==> config.mk <==
export PLATFORM = sky130hd
export DESIGN_NAME = mem_stage_sram_ctrl_flat
export DESIGN_NICKNAME = d
export VERILOG_FILES = /design/src/rtl/mem_stage_sram_ctrl_if.sv /design/src/rtl/mem_stage_sram_ctrl.sv /design/src/flat_wrapper.sv
export SDC_FILE = /design/constraint.sdc
export NUM_CORES = 1
export LEC_CHECK = 0
export CORE_MARGIN = 5
export CORE_UTILIZATION = 40
export DETAILED_ROUTE_END_ITERATION = 10
export HOLD_SLACK_MARGIN = 0.15
export PLACE_DENSITY = 0.92
export SLEW_MARGIN = 20
export SYNTH_ARGS = -nofsm -noshare
export SYNTH_HDL_FRONTEND = slang
export SYNTH_SLANG_ARGS = --single-unit
export TNS_END_PERCENT = 30
==> constraint.sdc <==
create_clock -name clk -period 2.7 [get_ports clk]
set_clock_uncertainty 0.1 [all_clocks]
set_input_delay 0.54 -clock clk [delete_from_list [all_inputs] [get_ports clk]]
set_output_delay 0.54 -clock clk [all_outputs]
set_load 0.005 [all_outputs]
==> src/rtl/mem_stage_sram_ctrl_if.sv <==
// Bundle between the MEM stage and its environment: the EX/MEM request side
// and the external single-port SRAM pins.
interface mem_stage_sram_ctrl_if #(
  parameter int REGISTER_LEN  = 32,
  parameter int SRAM_ADDR_LEN = 18
);
  logic                     mem_r_en;
  logic                     mem_w_en;
  logic [REGISTER_LEN-1:0]  alu_res;
  logic [REGISTER_LEN-1:0]  val_Rm;
  logic [REGISTER_LEN-1:0]  mem_rdata;
  logic                     freeze;
  logic                     ready;
  logic [SRAM_ADDR_LEN-1:0] sram_addr;
  logic [REGISTER_LEN-1:0]  sram_wdata;
  logic [REGISTER_LEN-1:0]  sram_rdata;
  logic                     sram_we_n;
  logic                     sram_oe_n;

  // master: pipeline plus SRAM device; slave: the controller
  modport master (
    output mem_r_en, mem_w_en, alu_res, val_Rm, sram_rdata,
    input  mem_rdata, freeze, ready, sram_addr, sram_wdata, sram_we_n, sram_oe_n
  );
  modport slave (
    input  mem_r_en, mem_w_en, alu_res, val_Rm, sram_rdata,
    output mem_rdata, freeze, ready, sram_addr, sram_wdata, sram_we_n, sram_oe_n
  );
endinterface

==> src/rtl/mem_stage_sram_ctrl.sv <==
// MEM stage SRAM controller: one multi-cycle load/store at a time, stalling
// the pipeline via freeze until the DONE cycle.
module mem_stage_sram_ctrl #(
  parameter int REGISTER_LEN  = 32,
  parameter int SRAM_ADDR_LEN = 18,
  parameter int MEM_BASE      = 1024,
  parameter int WAIT_CYCLES   = 4
) (
  input logic clk,
  input logic rst,
  mem_stage_sram_ctrl_if.slave bus
);
  localparam int CNT_W = $clog2(WAIT_CYCLES + 1);

  typedef enum logic [1:0] {IDLE, ACCESS, DONE} state_e;

  state_e                   state_q, state_d;
  logic [CNT_W-1:0]         cnt_q, cnt_d;
  logic                     wr_q, wr_d;
  logic [REGISTER_LEN-1:0]  rdata_q, rdata_d;
  logic [SRAM_ADDR_LEN-1:0] addr_q, addr_d;
  logic [REGISTER_LEN-1:0]  wdata_q, wdata_d;
  logic                     we_n_q, we_n_d;
  logic                     oe_n_q, oe_n_d;

  logic [REGISTER_LEN-1:0]  offset;
  logic                     req;
  logic                     unused_ok;

  // Byte offset from the SRAM window; bits outside the word address wrap silently
  assign offset    = bus.alu_res - REGISTER_LEN'(MEM_BASE);
  assign unused_ok = ^{offset[REGISTER_LEN-1:SRAM_ADDR_LEN+2], offset[1:0]};
  assign req       = bus.mem_r_en | bus.mem_w_en;

  always_comb begin
    state_d = state_q;
    cnt_d   = cnt_q;
    wr_d    = wr_q;
    rdata_d = rdata_q;
    addr_d  = addr_q;
    wdata_d = wdata_q;
    we_n_d  = we_n_q;
    oe_n_d  = oe_n_q;
    case (state_q)
      IDLE: if (req) begin
        addr_d  = offset[SRAM_ADDR_LEN+1:2];
        wr_d    = bus.mem_w_en;
        if (bus.mem_w_en) wdata_d = bus.val_Rm;
        cnt_d   = '0;
        // write wins when both enables are set
        we_n_d  = ~bus.mem_w_en;
        oe_n_d  = bus.mem_w_en;
        state_d = ACCESS;
      end
      ACCESS: begin
        cnt_d = cnt_q + 1'b1;
        if (cnt_q == CNT_W'(WAIT_CYCLES - 1)) begin
          if (!wr_q) rdata_d = bus.sram_rdata;
          we_n_d  = 1'b1;
          oe_n_d  = 1'b1;
          state_d = DONE;
        end
      end
      DONE:    state_d = IDLE;
      default: state_d = IDLE;
    endcase
  end

  always_ff @(posedge clk or negedge rst) begin
    if (!rst) begin
      state_q <= IDLE;
      cnt_q   <= '0;
      wr_q    <= 1'b0;
      rdata_q <= '0;
      addr_q  <= '0;
      wdata_q <= '0;
      we_n_q  <= 1'b1;
      oe_n_q  <= 1'b1;
    end else begin
      state_q <= state_d;
      cnt_q   <= cnt_d;
      wr_q    <= wr_d;
      rdata_q <= rdata_d;
      addr_q  <= addr_d;
      wdata_q <= wdata_d;
      we_n_q  <= we_n_d;
      oe_n_q  <= oe_n_d;
    end
  end

  // Combinational so the stall reaches upstream registers in the request cycle
  assign bus.freeze     = rst & req & (state_q != DONE);
  assign bus.ready      = (state_q == DONE);
  assign bus.mem_rdata  = rdata_q;
  assign bus.sram_addr  = addr_q;
  assign bus.sram_wdata = wdata_q;
  assign bus.sram_we_n  = we_n_q;
  assign bus.sram_oe_n  = oe_n_q;
endmodule

==> src/flat_wrapper.sv <==
// flat-port wrapper written by rule: the top's interface ports become plain ports
module mem_stage_sram_ctrl_flat 
#(
  parameter int REGISTER_LEN  = 32,
  parameter int SRAM_ADDR_LEN = 18,
  parameter int MEM_BASE      = 1024,
  parameter int WAIT_CYCLES   = 4
)
  (clk, rst, bus_mem_r_en, bus_mem_w_en, bus_alu_res, bus_val_Rm, bus_sram_rdata, bus_mem_rdata, bus_freeze, bus_ready, bus_sram_addr, bus_sram_wdata, bus_sram_we_n, bus_sram_oe_n);
  mem_stage_sram_ctrl_if #(.REGISTER_LEN(REGISTER_LEN), .SRAM_ADDR_LEN(SRAM_ADDR_LEN)) bus_i ();
  input logic clk;
  input logic rst;
  input wire logic [$bits(bus_i.mem_r_en)-1:0] bus_mem_r_en;
  input wire logic [$bits(bus_i.mem_w_en)-1:0] bus_mem_w_en;
  input wire logic [$bits(bus_i.alu_res)-1:0] bus_alu_res;
  input wire logic [$bits(bus_i.val_Rm)-1:0] bus_val_Rm;
  input wire logic [$bits(bus_i.sram_rdata)-1:0] bus_sram_rdata;
  output wire logic [$bits(bus_i.mem_rdata)-1:0] bus_mem_rdata;
  output wire logic [$bits(bus_i.freeze)-1:0] bus_freeze;
  output wire logic [$bits(bus_i.ready)-1:0] bus_ready;
  output wire logic [$bits(bus_i.sram_addr)-1:0] bus_sram_addr;
  output wire logic [$bits(bus_i.sram_wdata)-1:0] bus_sram_wdata;
  output wire logic [$bits(bus_i.sram_we_n)-1:0] bus_sram_we_n;
  output wire logic [$bits(bus_i.sram_oe_n)-1:0] bus_sram_oe_n;
  assign bus_i.mem_r_en = bus_mem_r_en;
  assign bus_i.mem_w_en = bus_mem_w_en;
  assign bus_i.alu_res = bus_alu_res;
  assign bus_i.val_Rm = bus_val_Rm;
  assign bus_i.sram_rdata = bus_sram_rdata;
  assign bus_mem_rdata = bus_i.mem_rdata;
  assign bus_freeze = bus_i.freeze;
  assign bus_ready = bus_i.ready;
  assign bus_sram_addr = bus_i.sram_addr;
  assign bus_sram_wdata = bus_i.sram_wdata;
  assign bus_sram_we_n = bus_i.sram_we_n;
  assign bus_sram_oe_n = bus_i.sram_oe_n;
  mem_stage_sram_ctrl #(.REGISTER_LEN(REGISTER_LEN), .SRAM_ADDR_LEN(SRAM_ADDR_LEN), .MEM_BASE(MEM_BASE), .WAIT_CYCLES(WAIT_CYCLES)) u_core (.clk(clk), .rst(rst), .bus(bus_i));
endmodule
# ---- Word-level counts from Yosys, hierarchy flattened
# Cells that the tools add are included.
dict set report word_totals {
  ff_bits 90
  inputBits 100
  out_inout_bits 86
  elab_cells 39
}
dict set report op_classes {
  add_sub_neg 2
  n_eq_ne 6
  n_mux 10
  bitwise 5
  n_reduce_logical 8
}
# operator n
set ops {}
lappend ops {{$sub 20x11->20 const B} 1}
lappend ops {{$reduce_and 3->1} 3}
lappend ops {{$pmux 3 s2} 1}
lappend ops {{$reduce_and 2->1} 3}
lappend ops {{$mux 2} 2}
lappend ops {{$ne 2x1->1 const B} 2}
lappend ops {{$pmux 1 s2} 2}
lappend ops {{$pmux 2 s2} 1}
lappend ops {{$add 3x1->3 const B} 1}
lappend ops {{$eq 3x2->1 const B} 1}
lappend ops {{$mux 1} 3}
lappend ops {{$mux 3} 1}
lappend ops {{$and 1x1->1} 2}
lappend ops {{$eq 2x1->1 const B} 1}
lappend ops {{$eq 2x2->1 const B} 1}
lappend ops {{$logic_not 2->1} 1}
lappend ops {{$ne 2x2->1 const B} 1}
lappend ops {{$not 1->1} 2}
lappend ops {{$reduce_bool 2->1} 1}
lappend ops {{$or 1x1->1} 1}

# ---- Longest topological paths before layout
# Gate-level depths: netlist of run 1.
dict set report logic_depth {
  depth_word 3
  mapped_depth 7
  mapped_depth_nobuf 5
}

# ---- Worst setup path before layout of run 1
# No wires, ideal clock.
dict set report synth_path {
  path_type {input to register}
  from {input bus_alu_res[10]}
  to {register u_core.addr_q[16] (netlist: u_core.bus.sram_addr[16])}
  setup_time_ns 0.082
  arrival_ns 1.741
  required_ns 2.518
  slack_ns 0.778
  cell_stages 5
  path_buffers 0
  path_cell_list {inv_1 ha_1 or4b_4 or3_1 a31oi_1}
}
dict set report synth_via {
  elab_chain_cells 1
}
# item line
set synth_lines {}
lappend synth_lines {{start, declared} flat_wrapper.sv:15} ;# input wire logic [$bits(bus_i.alu_res)-1:0] bus_alu_res;
lappend synth_lines {{$sub 20x11->20} mem_stage_sram_ctrl.sv:31} ;# assign offset = bus.alu_res - REGISTER_LEN'(MEM_BASE);
lappend synth_lines {{end signal, assigned} mem_stage_sram_ctrl.sv:84} ;# addr_q <= addr_d;
lappend synth_lines {{end, declared} mem_stage_sram_ctrl.sv:21} ;# logic [SRAM_ADDR_LEN-1:0] addr_q, addr_d;
# No other way between the ends.
# A chain may end at the register's enable or synchronous reset.

# ---- Worst setup path in the final report of run 1
dict set report layout_path {
  from {input bus_mem_r_en}
  to {output bus_freeze}
}
dict set report layout_via {
  elab_chain_cells 3
}
# item line
set layout_lines {}
lappend layout_lines {{start, declared} flat_wrapper.sv:13} ;# input wire logic [$bits(bus_i.mem_r_en)-1:0] bus_mem_r_en;
lappend layout_lines {{$or 1x1->1} mem_stage_sram_ctrl.sv:33} ;# assign req = bus.mem_r_en | bus.mem_w_en;
lappend layout_lines {{$and 1x1->1 (2 in series)} mem_stage_sram_ctrl.sv:92} ;# assign bus.freeze = rst & req & (state_q != DONE);
lappend layout_lines {{end, declared} flat_wrapper.sv:19} ;# output wire logic [$bits(bus_i.freeze)-1:0] bus_freeze;
# No other way between the ends.

==> results of run 1 <==
==> Yosys cell counts <==
library cell / number
dfrtp_1: 88
mux2_2: 70
a21oi_1: 12
buf_2: 7
a31oi_1: 6
inv_1: 6
nor2_1: 5
o21ai_0: 5
or3_1: 5
buf_4: 3
ha_1: 3
mux2_1: 3
or4_1: 3
a21o_1: 2
and2_1: 2
dfstp_2: 2
nand2_1: 2
nor2b_1: 2
o21bai_1: 2
o2bb2ai_1: 2
or2_2: 2
xnor2_1: 2
and3b_1: 1
buf_6: 1
clkbuf_1: 1
mux2i_1: 1
nand2b_1: 1
nor3_1: 1
o31ai_1: 1
or3_2: 1
or4b_4: 1
==> metal layers <==
metal  up-vias  routed length (µm)
li1       1210                   -
met1      1346                3570
met2       117                4640
met3        18                 779
met4         0                 158
met5         -                   0
==> area by class of cell <==
| cell class | count | area [µm²] |
|---|---|---|
| fillers | 638 | 3050 |
| flip-flops and latches | 90 | 2250 |
| repair buffers | 178 | 1770 |
| multi-input cells | 135 | 1230 |
| well taps | 108 | 135 |
| clock buffers | 10 | 128 |
| clock inverters | 5 | 128 |
| inverters | 6 | 22.5 |
==> power groups by stage <==
stage	sequential [W]	combinational [W]	clock [W]
floorplan	0.00244	0.000946	0
global placement	0.00237	0.00259	0
detailed placement	0.00243	0.00268	0
CTS	0.00241	0.00269	0.00119
global route	0.00249	0.00283	0.00125
finish	0.00240	0.00263	0.00116
==> worst paths after layout <==
kind / endpoint / slack, ps / depth (start not counted)
max: bus_freeze / 260 / 5
min: u_core.state_q[0] / 160 / 2
max reg2reg: u_core.bus.mem_rdata[25] / 610 / 6
min reg2reg: u_core.bus.mem_rdata[23] / 390 / 1
max in group asynchronous: u_core.bus.sram_wdata[2] / 1330 / 3
min in group clk: u_core.bus.mem_rdata[23] / 390 / 1
==> logic make-up after synthesis <==
family	synth area share [%]
xor gates and xnor gates	0.490
AOI/OAI and AO/OA	4.97
buffers and inverters	2.66
DFF	63.1
adders and majority gates	1.05
muxes	23.3
and+or+nand+nor	4.45
==> metrics by stage <==
stage | hold slack [ps] | setup slack [ps] | cells | utilization (%)
3_3_place_gp | 366 | 244 | 517 | 62.1
2_1_floorplan | 144 | 778 | 243 | -
5_1_grt | 193 | 207 | 532 | 65.0
6_report | 158 | 262 | 532 | 65.0
3_5_place_dp | 374 | 233 | 517 | 62.1
4_1_cts | 169 | 256 | 532 | 65.0
==> sequential cells by signal, indices dropped and copies added (netlist names) <==
signal	flops
u_core.cnt_q	3
u_core.bus.sram_addr	18
u_core.bus.sram_wdata	32
u_core.wr_q	1
u_core.bus.sram_we_n	1
u_core.bus.sram_oe_n	1
u_core.state_q	2
u_core.bus.mem_rdata	32
==> worst reg2reg max path, cell delays in order, from the launching register on <==
cell and delay [ps]:
dfrtp_1 380, ha_1 170, ha_1 170, and3b_1 240
nor2b_2 160, buf_4 360, mux2_2 410
==> results.tsv, run 1 <==
stage	metric	value	unit
power	pwr_density_cell	1090	mW/mm²
critical_path	crit_path_max_fanout	2	
logic_synthesis	synth.largest_area_cell	dfrtp_1	
placement	placed_area	0.00541	mm²
clock_tree	clock-root-buffer	clkbuf_8	
layout	finalInstanceArea	0.00567	mm²
layout	nets	523	
power	power_frac_clock	18.8	%
logic_synthesis	ys.warnings.count	0	
critical_path	rr_startpoint	u_core.cnt_q[0]	
clock_tree	htree_levels	3	
clock_tree	cts_sinks	90	
critical_path	worstSetupPathType	input pin to output port	
clock_tree	cts_inserted_buffers	9	
hold_path	holdCritPathClass	input pin to asynchronous set/reset pin	
logic_synthesis	synth.area.top_cells	dfrtp_1 62%, mux2_2 22%, a21oi_1 1.7%	
critical_path	critical_path.cell_chain	clkdlybuf4s50_1 -> or2_2 -> nand2_1 -> nor2_1 -> clkdlybuf4s50_1	
power	power.total	0.00619	W
logic_synthesis	yosysSeqAreaShare	63.1	%
placement	place.gp.congestion	0.841	
die	die_y	105	µm
clock_tree	clock_latency	340	ps
layout	drive_above_1_share	23.3	%
die	die_w	105	µm
timing	fmax	0.410	GHz
timing	worst-slew-pin-transition	612	ps
drt	via_per_inst	5.06	
die	initial_utilization	41.0	%
layout	diodes	0	
logic_synthesis	syn_area	0.00357	mm²
timing	rsz0062_at_grt	no	
critical_path	cp.arrival	1800	ps
run	max-cap-violations	0	
drt	wl	9140	µm
logic_synthesis	synth-seq-cells	90	
logic_synthesis	synth_top_area_share	61.6	%
clock_tree	cts_resized	0	
die	die_area	0.0109	mm²
grt	use_met3	6.21	%
critical_path	worst_setup_path_start_kind	input pin	
power	p_leak	2.34	nW
timing	period_minus_slack	2440	ps
placement	io_buffers	171	
drt	vias	2691	
die	core_area	0.00872	mm²
critical_path	endpoint_kind	output port	
drt	route.detailed.drc	0	
grt	antenna_found_initial	0	
timing	min_period_over_period	90.3	%
grt	grt_use_met1	19.8	%
drt	ant_nets	0	
critical_path	cp_top_family	buffers and inverters	
logic_synthesis	ys_types	31	
drt	drtIter0Drc	62	
clock_tree	post_cts_buffers	0	
grt	grtUsageMet2	28.4	%
clock_tree	cts_hold_buffers	0	
drt	firstDrtPassIters	4	
critical_path	cp_slowest_cell	clkdlybuf4s50_1	
logic_synthesis	synth_cells	243	
clock_tree	tritoncts	yes	
power	intPower	0.00455	W
clock_tree	cts.clk_slew.worst_paths	90	ps
logic_synthesis	syn-num-nets	346	
grt	track_usage	16.8	%
grt	busiest_layer	met2	
power	pwr-share-comb	42.5	%
timing	hold_viol_final	0	
grt	globalRouteOverflowTotal	0	
layout	area_growth	58.6	%
power	p_sw_share	26.5	%
grt	first_global_vias	2882	
critical_path	critPathBufInv	2	
die	num_rows	34	
timing	maxSlewHeadroom	59.2	%
timing	setup_viol	0	
grt	grt_pass1_wl	15000	µm
placement	dp_hpwl	7060	µm
die	io_pins	186	
critical_path	cp-startpoint	bus_mem_r_en	
clock_tree	cts_max_path_buffers	2	
outcome	outcome	finished clean	
timing	slew_violations	0	
critical_path	crit_path_max_incr_delay	440	ps
layout	final_common_cell	clkdlybuf4s50_1	
power	ir_drop	0.552	mV
critical_path	cp_common_cell	clkdlybuf4s50_1	
layout	layout_common_cells	170 x clkdlybuf4s50_1, 88 x dfrtp_1, 70 x mux2_2, 12 x a21oi_1, 9 x clkbuf_8	
drt	post_drt_wl_per_cell	17.2	µm
critical_path	crit_required	2060	ps
logic_synthesis	syn_avg_cell_area	14.7	µm²
power	seqPwrFrac	38.8	%
grt	grt_max_degree	50	
power	switchingPower	0.00164	W
timing	setup-tns-final	0	ps
(Power assumes the default switching activity.)
==> inputs of run 2 (changes only) <==
--- a/config.mk
+++ b/config.mk
@@ -6,10 +6,11 @@
 export NUM_CORES = 1
 export LEC_CHECK = 0
 export CORE_MARGIN = 5
-export CORE_UTILIZATION = 40
+export CORE_UTILIZATION = 41
+export CTS_BUF_LIST = sky130_fd_sc_hd__clkbuf_2 sky130_fd_sc_hd__clkbuf_4 sky130_fd_sc_hd__clkbuf_8
+export CTS_CLUSTER_SIZE = 10
 export DETAILED_ROUTE_END_ITERATION = 10
-export HOLD_SLACK_MARGIN = 0.15
-export PLACE_DENSITY = 0.92
+export PLACE_DENSITY = 0.94
 export SLEW_MARGIN = 20
 export SYNTH_ARGS = -nofsm -noshare
 export SYNTH_HDL_FRONTEND = slang
==> results.tsv, run 2 (synthesized netlist as in run 1, its figures left out) <==
stage	metric	value	unit
outcome	outcome	finished clean	
timing	period_minus_slack	2480	ps
drt	ant_nets	0	
clock_tree	cts.clk_slew.worst_paths	90	ps
critical_path	cp.arrival	1840	ps
clock_tree	post_cts_buffers	0	
timing	rsz0062_at_grt	no	
clock_tree	cts_max_path_buffers	2	
timing	worst-slew-pin-transition	575	ps
timing	min_period_over_period	91.9	%
critical_path	worstSetupPathType	input pin to output port	
critical_path	endpoint_kind	output port	
drt	drtIter0Drc	38	
drt	post_drt_wl_per_cell	17.0	µm
layout	layout_common_cells	170 x clkdlybuf4s50_1, 88 x dfrtp_1, 70 x mux2_2, 12 x a21oi_1, 10 x clkbuf_8	
grt	track_usage	16.8	%
critical_path	rr_startpoint	u_core.cnt_q[0]	
timing	maxSlewHeadroom	61.7	%
grt	grt_max_degree	47	
clock_tree	htree_levels	3	
die	die_w	103	µm
clock_tree	clock_latency	330	ps
critical_path	endpoint	bus_freeze	
placement	io_buffers	171	
placement	place.gp.congestion	0.853	
power	seqPwrFrac	39.2	%
clock_tree	tritoncts	yes	
clock_tree	cts_inserted_buffers	9	
power	pwr_density_cell	1080	mW/mm²
die	core_area	0.00859	mm²
layout	nets	523	
grt	first_global_vias	2803	
critical_path	r2r_slack	600	ps
die	die_area	0.0107	mm²
timing	setup-tns-final	0	ps
power	p_sw_share	26.6	%
grt	globalRouteOverflowTotal	0	
drt	vias	2646	
layout	area_growth	58.4	%
power	pwr-share-comb	42.8	%
timing	hold_viol_final	0	
critical_path	cp-startpoint	bus_mem_w_en	
drt	via_per_inst	4.96	
placement	dp_slack	203	ps
critical_path	worst_r2r_endpoint	u_core.bus.mem_rdata[12]	
die	num_rows	34	
hold_path	holdCritPathClass	input pin to asynchronous set/reset pin	
drt	wl	9080	µm
critical_path	worst_setup_path_start_kind	input pin	
power	intPower	0.00449	W
run	max-cap-violations	0	
critical_path	crit_required	2060	ps
grt	antenna_found_initial	0	
clock_tree	cts_resized	0	
timing	slew_violations	0	
critical_path	crit_path_max_fanout	3	
power	power_frac_clock	18.0	%
layout	drive_above_1_share	23.8	%
drt	route.detailed.drc	0	
timing	layout_setup_ws	219	ps
die	die_y	103	µm
clock_tree	clock-root-buffer	clkbuf_8	
grt	grt_pass1_wl	14000	µm
critical_path	rr_worst_depth	6	
layout	diodes	0	
power	switchingPower	0.00163	W
timing	setup_viol	0	
die	io_pins	186	
layout	final_common_cell	clkdlybuf4s50_1	
timing	fmax	0.403	GHz
clock_tree	cts_sinks	90	
drt	firstDrtPassIters	4	
placement	dp_hpwl	7100	µm
die	initial_utilization	41.6	%
power	p_leak	2.34	nW
clock_tree	cts_hold_buffers	0	
power	ir_drop	0.687	mV
[run 2: area by class of cell]
| class | count | area [µm²] |
|---|---|---|
| Multi-Input combinational cell | 135 | 1230 |
| Clock buffer | 10 | 138 |
| Timing Repair Buffer | 178 | 1770 |
| Inverter | 6 | 22.5 |
| Tap cell | 108 | 135 |
| Sequential cell | 90 | 2250 |
| Clock inverter | 6 | 111 |
| Fill cell | 625 | 2930 |
[run 2: power by group through the flow]
| stage | clock [W] | sequential (W) | combinational, W |
|---|---|---|---|
| 2_1_floorplan | 0 | 0.00244 | 0.000946 |
| 3_3_place_gp | 0 | 0.00237 | 0.00259 |
| 3_5_place_dp | 0 | 0.00243 | 0.00267 |
| 4_1_cts | 0.00114 | 0.00240 | 0.00268 |
| 5_1_grt | 0.00121 | 0.00249 | 0.00283 |
| 6_report | 0.00110 | 0.00240 | 0.00262 |
[run 2: metrics by stage]
stage | cell area (µm²) | hold slack [ps] | std cells | total power, W | utilization (%)
after global routing | 5660 | 199 | 533 | 0.00653 | 65.9
after CTS | 5660 | 177 | 533 | 0.00622 | 65.9
after floorplan | 3570 | 144 | 243 | 0.00339 | -
final | 5660 | 176 | 533 | 0.00612 | 65.9
after detailed placement | 5410 | 377 | 517 | 0.00509 | 63.0
after global placement | 5410 | 366 | 517 | 0.00496 | 63.0
[run 2: worst min path at each step]
stage                                        from                 endpoint  slack (ps)  cells past startpoint
final                                         rst  u_core.bus.mem_rdata[3]         180                      2
after detailed placement          u_core.cnt_q[2]          u_core.cnt_q[2]         380                      1
after global placement    u_core.bus.mem_rdata[6]  u_core.bus.mem_rdata[6]         370                      1
after global routing                          rst  u_core.bus.mem_rdata[3]         200                      2
after floorplan                               rst  u_core.bus.mem_rdata[0]         140                      0
after CTS                                     rst  u_core.bus.mem_rdata[3]         180                      2
[run 2: routing by layer]
layer,vias to the layer above,routed length [µm],track usage (%)
li1,1215,-,-
met1,1303,3430,19.9
met2,121,4580,28.8
met3,7,988,6.04
met4,0,87,4.88
met5,-,0,0
[run 2: worst max-delay path: stages]
cell             delay (ps)
clkdlybuf4s50_1         420
or2_2                   320
nand2_1                  80
nor2_1                   40
clkdlybuf4s50_1         440
==> inputs of run 3 (changes only) <==
--- a/config.mk
+++ b/config.mk
@@ -5,7 +5,6 @@
 export SDC_FILE = /design/constraint.sdc
 export NUM_CORES = 1
 export LEC_CHECK = 0
-export CORE_MARGIN = 5
 export CORE_UTILIZATION = 41
 export CTS_BUF_LIST = sky130_fd_sc_hd__clkbuf_2 sky130_fd_sc_hd__clkbuf_4 sky130_fd_sc_hd__clkbuf_8
 export CTS_CLUSTER_SIZE = 10
@@ -15,4 +14,4 @@
 export SYNTH_ARGS = -nofsm -noshare
 export SYNTH_HDL_FRONTEND = slang
 export SYNTH_SLANG_ARGS = --single-unit
-export TNS_END_PERCENT = 30
+export TNS_END_PERCENT = 100
==> results.tsv, run 3 (synthesized netlist as in run 1, its figures left out) <==
stage	metric	value	unit
outcome	outcome	finished clean	
layout	fillers	607	
die	die_y	95.4	µm
die	initial_utilization	42.8	%
placement	place.gp.congestion	0.876	
timing	rsz0062_at_grt	no	
timing	hold_viol_final	0	
critical_path	rr_startpoint	u_core.cnt_q[0]	
grt	first_global_vias	2853	
critical_path	crit_path_max_fanout	2	
clock_tree	cts.clk_slew.worst_paths	80	ps
placement	dp_slack	219	ps
grt	track_usage	19.3	%
timing	min_period_over_period	90.3	%
clock_tree	clock_latency	330	ps
clock_tree	tritoncts	yes	
clock_tree	clock-root-buffer	clkbuf_8	
timing	maxSlewHeadroom	50.9	%
placement	io_buffers	171	
power	pwr_density_cell	1070	mW/mm²
timing	period_minus_slack	2440	ps
timing	setup-tns-final	0	ps
timing	layout_setup_ws	263	ps
critical_path	crit_required	2060	ps
drt	via_per_inst	4.97	
clock_tree	cts_inserted_buffers	9	
die	io_pins	186	
grt	grt_max_degree	62	
timing	setup_viol	0	
clock_tree	post_cts_buffers	0	
layout	final_common_cell	clkdlybuf4s50_1	
layout	layout_common_cells	170 x clkdlybuf4s50_1, 88 x dfrtp_1, 70 x mux2_2, 12 x a21oi_1, 9 x clkbuf_8	
drt	wl	8280	µm
critical_path	worstSetupPathType	input pin to output port	
power	p_leak	2.33	nW
clock_tree	cts_resized	0	
die	core_area	0.00834	mm²
critical_path	cp.arrival	1800	ps
critical_path	endpoint_kind	output port	
layout	diodes	0	
layout	regArea	0.00225	mm²
clock_tree	cts_max_path_buffers	2	
clock_tree	cts_sinks	90	
die	num_rows	33	
layout	nets	523	
drt	vias	2627	
timing	fmax	0.410	GHz
critical_path	worst_setup_path_start_kind	input pin	
grt	grt_pass1_wl	13400	µm
drt	ant_nets	0	
layout	area_growth	57.3	%
timing	worst-slew-pin-transition	737	ps
clock_tree	htree_levels	3	
die	die_area	0.00909	mm²
drt	post_drt_wl_per_cell	15.7	µm
drt	drtIter0Drc	51	
placement	dp_hpwl	6400	µm
grt	antenna_found_initial	0	
clock_tree	cts_hold_buffers	0	
layout	multiInputGateArea	0.00123	mm²
hold_path	holdCritPathClass	input pin to asynchronous set/reset pin	
grt	globalRouteOverflowTotal	0	
drt	route.detailed.drc	0	
power	ir_drop	0.592	mV
timing	slew_violations	0	
critical_path	cp-startpoint	bus_mem_w_en	
run	max-cap-violations	0	
drt	firstDrtPassIters	4	
die	die_w	95.4	µm
layout	drive_above_1_share	23.6	%
run 3: cell count changes in the layout (fill, tap and decap cells not counted), sizes merged:
cell,change
clkbuf,+2
clkinvlp,-1
bufinv,-1
inv,-1
run 3: critical path, cell delays in order:
cell             delay, ps
clkdlybuf4s50_1        420
or2_2                  290
nand2_1                 70
nor2_1                  40
clkdlybuf4s50_1        440
run 3: routing by layer:
layer	global-route usage, %	up-vias	part of all wire, %
met4	8.96	0	2.8
met3	5.58	23	7.7
li1	-	1219	-
met1	21.7	1271	37
met5	0	-	0
met2	33.5	114	52
run 3: area by class of cell:
class | instances | share of cell area [%]
inverter | 6 | 0.401
tap | 105 | 2.34
clock buffer | 12 | 2.60
timing repair buffer | 178 | 31.6
clock inverter | 3 | 1.16
sequential | 90 | 40.1
multi-input combinational | 135 | 21.8
run 3: final timing paths:
path / endpoint / slack (ps) / cells past startpoint
worst max-delay path: bus_freeze / 260 / 5
worst min register to register: u_core.cnt_q[2] / 400 / 1
max in group asynchronous: u_core.bus.sram_wdata[27] / 1300 / 3
worst min-delay path: u_core.bus.mem_rdata[4] / 120 / 2
min in group clk: u_core.cnt_q[2] / 400 / 1
worst max register to register: u_core.bus.mem_rdata[22] / 630 / 6
run 3: per-stage QoR:
| stage | instance area (µm²) | instances | utilization, % | power [W] | hold WS, ps |
|---|---|---|---|---|---|
| 3_3_place_gp | 5410 | 514 | 64.9 | 0.00493 | 366 |
| 5_1_grt | 5620 | 529 | 67.4 | 0.00639 | 126 |
| 3_5_place_dp | 5410 | 514 | 64.9 | 0.00509 | 383 |
| 4_1_cts | 5620 | 529 | 67.4 | 0.00608 | 111 |
| 2_1_floorplan | 3570 | 243 | - | 0.00339 | 144 |
| 6_report | 5620 | 529 | 67.4 | 0.00599 | 116 |
run 3: where the power goes:
| group | switching [W] | total [W] | internal (W) |
|---|---|---|---|
| clock network | 0.000427 | 0.000975 | 0.000547 |
| registers | 0.000368 | 0.00241 | 0.00204 |
| logic | 0.000796 | 0.00261 | 0.00181 |
| total | 0.00159 | 0.00599 | 0.00440 |
